### src/rtl/board_pkg.sv
// Shared definitions for the board controller slice.
// Holds the board geometry, the controller state encoding and the cell-index helper
// used to map a (row, col) cursor position onto a bit of the 36-bit board buses.
package board_pkg;

    localparam int unsigned ROWS    = 6;
    localparam int unsigned COLS    = 6;
    localparam int unsigned N_CELLS = ROWS * COLS;
    localparam int unsigned PAIRS   = N_CELLS / 2;
    localparam int unsigned TIMER_W = 16;

    typedef enum logic [2:0] {
        StIdle,
        StOne,
        StWait,
        StHold,
        StWon
    } state_e;

    // Linear cell index k = COLS*row + col. Six bits cover out-of-range inputs (max 7*6+7),
    // so callers can range-check separately without the index wrapping.
    function automatic logic [5:0] cell_idx(input logic [2:0] row, input logic [2:0] col);
        return {3'b000, row} * 6'(COLS) + {3'b000, col};
    endfunction

endpackage

### src/rtl/cycle_timer.sv
// Loadable down-counter shared by the match watchdog and the mismatch display hold.
// Ports:
//   clk, rst   clock, asynchronous active-high reset
//   clear      synchronous return to zero (new game)
//   load       load value into the counter (wins over tick)
//   value      count to load
//   tick       decrement by one (saturates at zero)
//   zero       counter is zero, or reaches zero on this tick
module cycle_timer #(
    parameter int unsigned WIDTH = 16
) (
    input  logic             clk,
    input  logic             rst,
    input  logic             clear,
    input  logic             load,
    input  logic [WIDTH-1:0] value,
    input  logic             tick,
    output logic             zero
);

    logic [WIDTH-1:0] count_q, count_d;

    always_comb begin
        count_d = count_q;
        if (clear) begin
            count_d = '0;
        end else if (load) begin
            count_d = value;
        end else if (tick && (count_q != '0)) begin
            count_d = count_q - WIDTH'(1);
        end
    end

    always_ff @(posedge clk or posedge rst) begin
        if (rst) begin
            count_q <= '0;
        end else begin
            count_q <= count_d;
        end
    end

    // Flag the expiring tick itself so the owner can act on the same edge the count hits 0.
    assign zero = (count_q == '0) || (tick && (count_q == WIDTH'(1)));

endmodule

### src/rtl/board_ctrl.sv
// Live 6x6 board state for the memory game.
// Turns cursor pick pulses into a selection of at most two cards, presents the selection
// and the removed cells to the matcher, and applies the matcher's verdict: matched pairs are
// removed, mismatched pairs stay shown for FAIL_HOLD cycles, a missing verdict is aborted by
// a watchdog after MATCH_TO cycles. Tracks remaining pairs and flags the win.
// Ports:
//   clk, rst            clock, asynchronous active-high reset
//   new_game            sync pulse, restores the reset state (priority over everything)
//   pick, pick_row/col  one-cycle select pulse at (row, col)
//   ms, mf              matcher verdict pulses: match / fail (ms wins if both)
//   sel_bus             selected cells, bit k = 6*row+col
//   hidden_bus          removed cells
//   pairs_left          pairs still on the board
//   busy                waiting for verdict or showing a mismatch
//   bad_pick            one-cycle pulse, pick rejected
//   timeout             one-cycle pulse, watchdog aborted a wait
//   win                 level, all pairs cleared
module board_ctrl
    import board_pkg::*;
#(
    parameter int unsigned FAIL_HOLD = 50,
    parameter int unsigned MATCH_TO  = 255
) (
    input  logic        clk,
    input  logic        rst,
    input  logic        new_game,
    input  logic        pick,
    input  logic [2:0]  pick_row,
    input  logic [2:0]  pick_col,
    input  logic        ms,
    input  logic        mf,
    output logic [35:0] sel_bus,
    output logic [35:0] hidden_bus,
    output logic [4:0]  pairs_left,
    output logic        busy,
    output logic        bad_pick,
    output logic        timeout,
    output logic        win
);

    localparam logic [TIMER_W-1:0] MatchToVal  = TIMER_W'(MATCH_TO);
    localparam logic [TIMER_W-1:0] FailHoldVal = TIMER_W'(FAIL_HOLD);
    localparam logic [4:0]         PairsInit   = 5'(PAIRS);

    state_e               state_q, state_d;
    logic [N_CELLS-1:0]   sel_q, sel_d;
    logic [N_CELLS-1:0]   hidden_q, hidden_d;
    logic [4:0]           pairs_q, pairs_d;
    logic                 busy_q, busy_d;
    logic                 win_q, win_d;
    logic                 bad_pick_q, bad_pick_d;
    logic                 timeout_q, timeout_d;

    // Decoded pick
    logic [5:0]           pick_idx;
    logic                 pick_in_range;
    logic [N_CELLS-1:0]   pick_mask;
    logic                 pick_ok;
    logic                 pick_on_sel;

    // Actions decided by the FSM, applied by the datapath
    logic                 do_set;
    logic                 do_unsel;
    logic                 do_match;
    logic                 do_drop;

    // Shared timer
    logic                 timer_load;
    logic [TIMER_W-1:0]   timer_val;
    logic                 timer_tick;
    logic                 timer_zero;

    assign pick_idx      = cell_idx(pick_row, pick_col);
    assign pick_in_range = (pick_row < 3'(ROWS)) && (pick_col < 3'(COLS));
    // Out-of-range picks get an empty mask so they never touch a board bit.
    assign pick_mask     = pick_in_range ? ({{(N_CELLS-1){1'b0}}, 1'b1} << pick_idx) : '0;
    assign pick_ok       = pick_in_range && ((pick_mask & hidden_q) == '0);
    assign pick_on_sel   = (pick_mask & sel_q) != '0;

    assign timer_tick    = ((state_q == StWait) || (state_q == StHold)) && !timer_load;

    cycle_timer #(
        .WIDTH (TIMER_W)
    ) u_timer (
        .clk   (clk),
        .rst   (rst),
        .clear (new_game),
        .load  (timer_load),
        .value (timer_val),
        .tick  (timer_tick),
        .zero  (timer_zero)
    );

    // State register and all datapath/output flops
    always_ff @(posedge clk or posedge rst) begin
        if (rst) begin
            state_q    <= StIdle;
            sel_q      <= '0;
            hidden_q   <= '0;
            pairs_q    <= PairsInit;
            busy_q     <= 1'b0;
            win_q      <= 1'b0;
            bad_pick_q <= 1'b0;
            timeout_q  <= 1'b0;
        end else begin
            state_q    <= state_d;
            sel_q      <= sel_d;
            hidden_q   <= hidden_d;
            pairs_q    <= pairs_d;
            busy_q     <= busy_d;
            win_q      <= win_d;
            bad_pick_q <= bad_pick_d;
            timeout_q  <= timeout_d;
        end
    end

    // Next-state and action decode
    always_comb begin
        state_d    = state_q;
        timer_load = 1'b0;
        timer_val  = '0;
        do_set     = 1'b0;
        do_unsel   = 1'b0;
        do_match   = 1'b0;
        do_drop    = 1'b0;
        bad_pick_d = 1'b0;
        timeout_d  = 1'b0;

        if (new_game) begin
            state_d = StIdle;
        end else begin
            unique case (state_q)
                StIdle: begin
                    if (pick) begin
                        if (pick_ok) begin
                            do_set  = 1'b1;
                            state_d = StOne;
                        end else begin
                            bad_pick_d = 1'b1;
                        end
                    end
                end
                StOne: begin
                    if (pick) begin
                        if (!pick_ok) begin
                            bad_pick_d = 1'b1;
                        end else if (pick_on_sel) begin
                            do_unsel = 1'b1;
                            state_d  = StIdle;
                        end else begin
                            do_set     = 1'b1;
                            state_d    = StWait;
                            timer_load = 1'b1;
                            timer_val  = MatchToVal;
                        end
                    end
                end
                StWait: begin
                    bad_pick_d = pick;
                    if (ms) begin
                        do_match = 1'b1;
                        // Last pair (or an already empty count) ends the game.
                        state_d  = (pairs_q <= 5'd1) ? StWon : StIdle;
                    end else if (mf) begin
                        state_d    = StHold;
                        timer_load = 1'b1;
                        timer_val  = FailHoldVal;
                    end else if (timer_zero) begin
                        do_drop   = 1'b1;
                        timeout_d = 1'b1;
                        state_d   = StIdle;
                    end
                end
                StHold: begin
                    bad_pick_d = pick;
                    if (timer_zero) begin
                        do_drop = 1'b1;
                        state_d = StIdle;
                    end
                end
                StWon: begin
                    bad_pick_d = pick;
                end
                default: begin
                    state_d = StIdle;
                end
            endcase
        end
    end

    // Board datapath
    always_comb begin
        sel_d    = sel_q;
        hidden_d = hidden_q;
        pairs_d  = pairs_q;
        if (new_game) begin
            sel_d    = '0;
            hidden_d = '0;
            pairs_d  = PairsInit;
        end else begin
            if (do_set) begin
                sel_d = sel_q | pick_mask;
            end
            if (do_unsel) begin
                sel_d = sel_q & ~pick_mask;
            end
            if (do_match) begin
                hidden_d = hidden_q | sel_q;
                sel_d    = '0;
                if (pairs_q != 5'd0) begin
                    pairs_d = pairs_q - 5'd1;
                end
            end
            if (do_drop) begin
                sel_d = '0;
            end
        end
    end

    // Outputs: status levels precomputed from the next state so every port comes from a flop
    always_comb begin
        busy_d     = (state_d == StWait) || (state_d == StHold);
        win_d      = (state_d == StWon);
        sel_bus    = sel_q;
        hidden_bus = hidden_q;
        pairs_left = pairs_q;
        busy       = busy_q;
        win        = win_q;
        bad_pick   = bad_pick_q;
        timeout    = timeout_q;
    end

endmodule
### config.mk
export PLATFORM = sky130hd
export DESIGN_NAME = board_ctrl
export DESIGN_NICKNAME = d
export VERILOG_FILES = /design/src/rtl/board_pkg.sv /design/src/rtl/cycle_timer.sv /design/src/rtl/board_ctrl.sv
export SDC_FILE = /design/constraint.sdc
export NUM_CORES = 1
export LEC_CHECK = 0
export ABC_AREA = 1
export CORE_AREA = 2 2 111 113
export CTS_CLUSTER_SIZE = 20
export DETAILED_ROUTE_END_ITERATION = 10
export DIE_AREA = 0 0 113 115
export GPL_ROUTABILITY_DRIVEN = 0
export HOLD_SLACK_MARGIN = 0.05
export PLACE_DENSITY = 0.76
export REMOVE_ABC_BUFFERS = 1
export SLEW_MARGIN = 10
export SYNTH_ARGS = -nofsm -noshare
export SYNTH_HDL_FRONTEND = slang
export SYNTH_SLANG_ARGS = --single-unit
### constraint.sdc
create_clock -name clk -period 7.26 [get_ports clk]
set_input_delay 2.178 -clock clk [delete_from_list [all_inputs] [get_ports clk]]
set_output_delay 2.178 -clock clk [all_outputs]
set_load 0.01 [all_outputs]
* Word level (Yosys, flattened, before mapping) *
Index checks and enable logic that the tools add are counted.

word-level totals
  flip-flop bits (word level) = 100
  input bits = 12
  output and inout bits = 81
  word-level logic and storage cells = 114

operators by class
  $add $sub $neg = 3
  multiply operators = 1
  order comparisons = 3
  equality and inequality tests = 8
  shifts and indexed selects = 1
  mux-type cells = 61
  bitwise gates (word level) = 6
  reduce and logical (&&, ||, !) cells = 22

operators with widths
  operator                                              count
  2-to-1 mux 36 bit                                     8
  AND 36 bit                                            3
  bitwise OR 36 bit                                     2
  2-to-1 mux 16 bit                                     3
  logical NOT 36 bit                                    1
  inverter 36 bit                                       1
  nonzero test 36 bit                                   1
  << shifter 1 x 6 -> 36 bit, first input constant      1
  2-to-1 mux 3 bit                                      9
  2-to-1 mux 1 bit                                      26
  2-to-1 mux 8 bit                                      3
  equality test 16 x 1 -> 1 bit, second input constant  1
  logical NOT 16 bit                                    1
  case mux 8 bit (2 select lines)                       1
  nonzero test 16 bit                                   1
  subtractor 16 x 1 -> 16 bit, second input constant    1
  2-to-1 mux 5 bit                                      3
  case mux 3 bit (5 select lines)                       1
  equality test 3 x 2 -> 1 bit, second input constant   4
  2-to-1 mux 6 bit                                      2
  nonzero test 5 bit                                    2
  case mux 1 bit (2 select lines)                       4
  adder 6 x 3 -> 6 bit                                  1
  equality test 3 bit, second input constant            2
  15 further kinds                                      23

* Logic depth before layout (Yosys ltp) *
  depth in word-level cells = 22
  mapped depth = 26
  depth with buffers taken out = 24

* By module *
From an unflattened synthesis, not the netlist that was laid out.

unflattened totals
  cell total of the unflattened synthesis = 1081
  area, all modules = 7114.3 sq um

modules (own cells, without submodules)
  module       instances  cells each  area an instance (sq um)  seq. area each (sq um)
  board_ctrl   1          884         5834.3                    2104.5
  cycle_timer  1          197         1280.0                    400.4

* Worst setup path after synthesis *
No wires, ideal clock.

  path kind = input port to flip-flop
  start point = input pick_row[0]
  end point = register sel_q[34], in the netlist sel_bus[34]
  setup time = 0.127 ns
  data arrival time = 4.798 ns
  data required time = 7.133 ns
  setup slack = 2.335 ns
  stages = 23
  path buffers = 1
  path through = ha_1 > inv_1 > fa_1 > inv_1 > nor2_2 > inv_1 > nor2_2 > nand3_1 > nand2_1 > nor2_1 > nand2_1 > nor2_2 > nand3_2 > nor2_2 > nand2_1 > nand2_2 > nand2_2 > nand3_2 > nand2_2 > nand3_4 > buf_6 > nand3_1 > o21ai_1

on the way
  word-level cells in the longest chain between the ends = 22
  elaborated cells between the ends (all ways) = 43
  those cells by class = 1 x add/sub; 1 x mul; 1 x order compare; 1 x shift; 25 x mux; 5 x bitwise; 9 x reduce/logical

ends and longest elaborated chain
  item                                                       line                                  source
  start: declaration                                         board_ctrl.sv:28                      input logic [2:0] pick_row,
  multiplier 3 x 2 -> 5 bit                                  board_pkg.sv:23                       return {3'b000, row} * 6'(COLS) + {3'b000, col};
  adder 6 x 3 -> 6 bit                                       board_pkg.sv:23
  << shifter 1 x 6 -> 36 bit                                 board_ctrl.sv:76                      assign pick_mask = pick_in_range ? ({{(N_CELLS-1){1'b0}}, 1'b1} << pick_idx) : '0;
  2-to-1 mux 36 bit                                          board_ctrl.sv:76
  AND 36 bit, on equally long branches                       board_ctrl.sv:78, board_ctrl.sv:77
  nonzero test 36 bit or logical NOT 36 bit (tied branches)  board_ctrl.sv:78, board_ctrl.sv:77
  2-to-1 mux 1 bit or logical AND 1 bit (tied branches)      board_ctrl.sv:147, board_ctrl.sv:77
  2-to-1 mux 1 bit                                           board_ctrl.sv:145                     if (!pick_ok) begin
  [... 6 more ...]                                           n/a
  logical OR 1 bit                                           cycle_timer.sv:43                     assign zero = (count_q == '0) || (tick && (count_q == WIDTH'(1)));
  2-to-1 mux 1 bit                                           board_ctrl.sv:168, board_ctrl.sv:176
  2-to-1 mux 1 bit                                           board_ctrl.sv:164                     end else if (mf) begin
  2-to-1 mux 1 bit                                           board_ctrl.sv:160                     if (ms) begin
  case mux 1 bit (2 select lines)                            board_ctrl.sv:132                     unique case (state_q)
  2-to-1 mux 1 bit                                           board_ctrl.sv:129                     if (new_game) begin
  2-to-1 mux 36 bit                                          board_ctrl.sv:214                     if (do_drop) begin
  2-to-1 mux 36 bit                                          board_ctrl.sv:196                     if (new_game) begin
  end signal: assignment                                     board_ctrl.sv:107                     sel_q <= sel_d;
  end: declaration                                           board_ctrl.sv:46                      logic [N_CELLS-1:0] sel_q, sel_d;

Parallel ways exist; a longest one is shown, timed or not. The select of a mux whose other input is x is not followed.
A chain may end at the register's enable or synchronous reset.

* Worst setup path after layout *
  start point = input pick_row[0]
  end point = register sel_q[5], in the netlist sel_bus[5]

The elaborated chain is that of the path after synthesis.

==> results.tsv <==
stage	metric	value	unit
critical_path	Setup CP Type	in2reg	
critical_path	worst setup path startpoint	pick_row[0]	
critical_path	worst r2r src	state_q[1]$_DFF_PP0_	
critical_path	Crit Path Max Fanout	35	
routing	DRC viols	9	
critical_path	Critical Path Sink Type	flop	
global_routing	vias in the first global route	5788	
logic_synthesis	Seq cells post-synth	100	
routing	Via density	5.66	
power_and_ir_drop	Sw Ratio	32.9	%
sta	RSZ-0062 raised after global routing	false	
clocking	Root Buffer	clkbuf_16	
clocking	Hold-fix buffers, CTS	0	
critical_path	flop2flop setup slack	3.86	ns
final_layout	NumNets Final	975	
critical_path	Worst R2R End	sel_bus[5]$_DFFE_PP0P_	
run_status	outcome	finished, violations left	
clocking	Post CTS Setup Buffer Count	0	
sta	Fin. Hold Viols	0	
sta	Worst Skew	0.00659	ns
logic_synthesis	top cell type's share of synthesized area	38.8	%
placed_design	number of port buffers	92	
floorplanning	DIE WIDTH	113	um
global_routing	first-pass GRT wire length	28.6	mm
sta	Worst Tran Pin Value	0.884	ns
routing	total number of vias	6233	
final_layout	layout cell share with drive strength beyond 1	6.70	%
sta	Setup WS post-layout	0.976	ns
floorplanning	Starting Density	53.5	%
critical_path	Critical Path AT	6.55	ns
job	maxcap violations	0	
final_layout	commonest cells after routing, fill and taps aside	nand2_1, nand3_1, inv_1, dfrtp_1, nor2_1	
power_and_ir_drop	Flop pwr share	41.7	%
sta	# setup viols final	0	
power_and_ir_drop	power density over the cells	201	mW/mm2
routing	Initial DRC Count	521	
global_routing	largest net degree at the start of global routing	59	
logic_synthesis	synth unique cells	39	
sta	Final min period	6.28	ns
final_layout	most common cell after layout, fill and taps aside	nand2_1	
final_layout	ant diodes	0	
clocking	CTS tree	yes	
placed_design	Place WS	0.661	ns
clocking	Worst-path clk slew	0.06	ns
clocking	CTS buffer count	9	
global_routing	gr usage total	27.5	%
routing	DR pass1 iterations	8	
critical_path	R2R depth	13	
placed_design	hpwl dp	12.2	mm
clocking	Worst-Skew Late Latency	0.35	ns
clocking	htree depth	3	
min_path	path type of the worst min-delay path	reg2reg	
floorplanning	Die H	115	um
logic_synthesis	mapped cell area	0.00632	mm2
final_layout	footprint of the multi-input gates	0.00318	mm2
power_and_ir_drop	worst vdd ir	0.000221	V
sta	setup_tns	0	ns
critical_path	crit path to	sel_bus[5]$_DFFE_PP0P_	
logic_synthesis	post-synthesis sequential area ratio	39.7	%
power_and_ir_drop	P_sw	499	uW
sta	Max Clock Freq	0.159	GHz
routing	DRT antenna net count	0	
sta	Slew Limit Fails	0	
final_layout	layout filler cell count	1050	
power_and_ir_drop	Clk network pwr share	33.2	%
sta	Rel. slew slack	40.9	%
final_layout	FF/Latch Area	0.00250	mm2
critical_path	CP required	7.53	ns
logic_synthesis	Post-Syn Area per Cell	7.21	um2
critical_path	Startpoint Class	input port	
routing	WL/cell	15.7	um
logic_synthesis	cell taking the most area after synthesis	dfrtp_1	
global_routing	initial antenna violation count	0	
floorplanning	# rows	40	
global_routing	total grt overflow	0	
power_and_ir_drop	Combinational Power Share	25.1	%
logic_synthesis	Synth area leaders	dfrtp_1, nand3_1, nand2_1	
placed_design	cell count after placement	1087	
logic_synthesis	Yosys warning count	0	
clocking	# clock sinks	100	
floorplanning	I/O Pins	93	
power_and_ir_drop	Leak Pwr	0.00331	uW
routing	wirelength, routed	17.3	mm
clocking	clock buffer depth	2	
final_layout	fin cells	1102	
power_and_ir_drop	Internal Power	1020	uW
run_status	failing checks	DRC	
power_and_ir_drop	post-route total power	1520	uW
logic_synthesis	post-synthesis cell count	876	
floorplanning	die area	0.0130	mm2
floorplanning	Core ar.	0.0118	mm2
clocking	post-cts sizing count	0	
sta	fin crit share	86.6	%
final_layout	Area Overhead vs Synth	19.8	%
==> worst max-delay path, cell delays in order <==
cell	delay [ns]
clkdlybuf4s50_1	0.51
ha_1	0.16
inv_1	0.05
fa_1	0.49
inv_2	0.11
nand3_1	0.07
nand2_1	0.08
nand2_1	0.06
nand2_2	0.48
buf_4	0.28
nand3_1	0.08
nand2_1	0.11
nor2_1	0.05
nand2_1	0.08
nor2_2	0.06
nand3_2	0.12
nor2_2	0.06
nand3_1	0.10
nand2_1	0.10
nor3_4	0.69
buf_4	0.39
nand3_1	0.11
o21ai_1	0.12
==> metal layers <==
layer	wire length, um	vias to the layer above	part of all wire, %	global-route usage (%)
li1	-	3047	-	-
met1	7570	2956	44	36.3
met5	0	-	0	0
met3	1090	30	6.3	6.69
met2	8270	200	48	45.3
met4	340	0	2.0	8.37
==> stage by stage <==
step,cell area [um2],hold WS [ns],utilization [%]
floorplan,6090,0.512,-
global placement,7260,0.484,61.5
detailed placement,7260,0.491,61.5
CTS,7570,0.504,64.1
global route,7570,0.544,64.1
finish,7570,0.502,64.1
==> flip-flops by register name, indices dropped and copies added (netlist names) <==
| signal | count |
|---|---|
| pairs_left | 5 |
| sel_bus | 36 |
| state_q | 3 |
| u_timer.count_q | 16 |
| bad_pick | 1 |
| timeout | 1 |
| busy | 1 |
| win | 1 |
| hidden_bus | 36 |
==> cell families after synthesis <==
logic type      share of synthesized area [%]
simple gates                             30.2
fa+ha+maj                                2.61
compound gates                           16.0
xor+xnor                                 1.53
buf+inv                                  10.0
flops                                    39.7
==> worst min-delay path by stage <==
stage,end,depth (start not counted),startpoint
2_1_floorplan,pairs_left[1]$_DFFE_PP1P_,2,pairs_left[1]$_DFFE_PP1P_
4_1_cts,pairs_left[3]$_DFFE_PP0P_,1,pairs_left[3]$_DFFE_PP0P_
3_3_place_gp,pairs_left[3]$_DFFE_PP0P_,1,pairs_left[3]$_DFFE_PP0P_
5_1_grt,pairs_left[3]$_DFFE_PP0P_,1,pairs_left[3]$_DFFE_PP0P_
6_report,pairs_left[3]$_DFFE_PP0P_,1,pairs_left[3]$_DFFE_PP0P_
3_5_place_dp,pairs_left[3]$_DFFE_PP0P_,1,pairs_left[3]$_DFFE_PP0P_
==> cells in the mapped netlist <==
| cell type | instances |
|---|---|
| nand2_1 | 147 |
| nand3_1 | 113 |
| inv_1 | 103 |
| dfrtp_1 | 98 |
| nor2_1 | 97 |
| a21oi_1 | 84 |
| o21ai_0 | 48 |
| o21ai_1 | 44 |
| nand4_1 | 13 |
| nor2_2 | 13 |
| clkbuf_1 | 12 |
| xor2_1 | 11 |
| ha_1 | 10 |
| buf_2 | 9 |
| buf_6 | 9 |
| o211ai_1 | 9 |
| nand2_2 | 8 |
| nor3_1 | 7 |
| nor4_1 | 5 |
| inv_2 | 4 |
| clkbuf_2 | 3 |
| nand3_2 | 3 |
| nor2_4 | 3 |
| a31oi_1 | 2 |
| buf_1 | 2 |
| buf_4 | 2 |
| dfstp_2 | 2 |
| fa_1 | 2 |
| nand3b_1 | 2 |
| nor3_4 | 2 |
| a211oi_1 | 1 |
| and2_1 | 1 |
| clkinv_1 | 1 |
| nand2_4 | 1 |
| nand3_4 | 1 |
| o2111ai_1 | 1 |
| o21a_1 | 1 |
| o21ai_4 | 1 |
| o41ai_1 | 1 |
==> power by group through the flow <==
stage / registers [uW] / clock network (uW) / logic (uW)
final: 633 / 504 / 382
after global routing: 639 / 537 / 432
after CTS: 633 / 516 / 379
after detailed placement: 642 / 0 / 377
after global placement: 642 / 0 / 369
after floorplan: 639 / 0 / 267
==> layout make-up <==
| type | count | area share (%) |
|---|---|---|
| Multi-Input combinational cell | 631 | 42.0 |
| Tap cell | 147 | 2.43 |
| Timing Repair Buffer | 101 | 13.0 |
| Clock inverter | 5 | 1.03 |
| Inverter | 108 | 5.39 |
| Clock buffer | 10 | 3.03 |
| Sequential cell | 100 | 33.1 |
No activity file was read; power rests on OpenSTA's default activity.
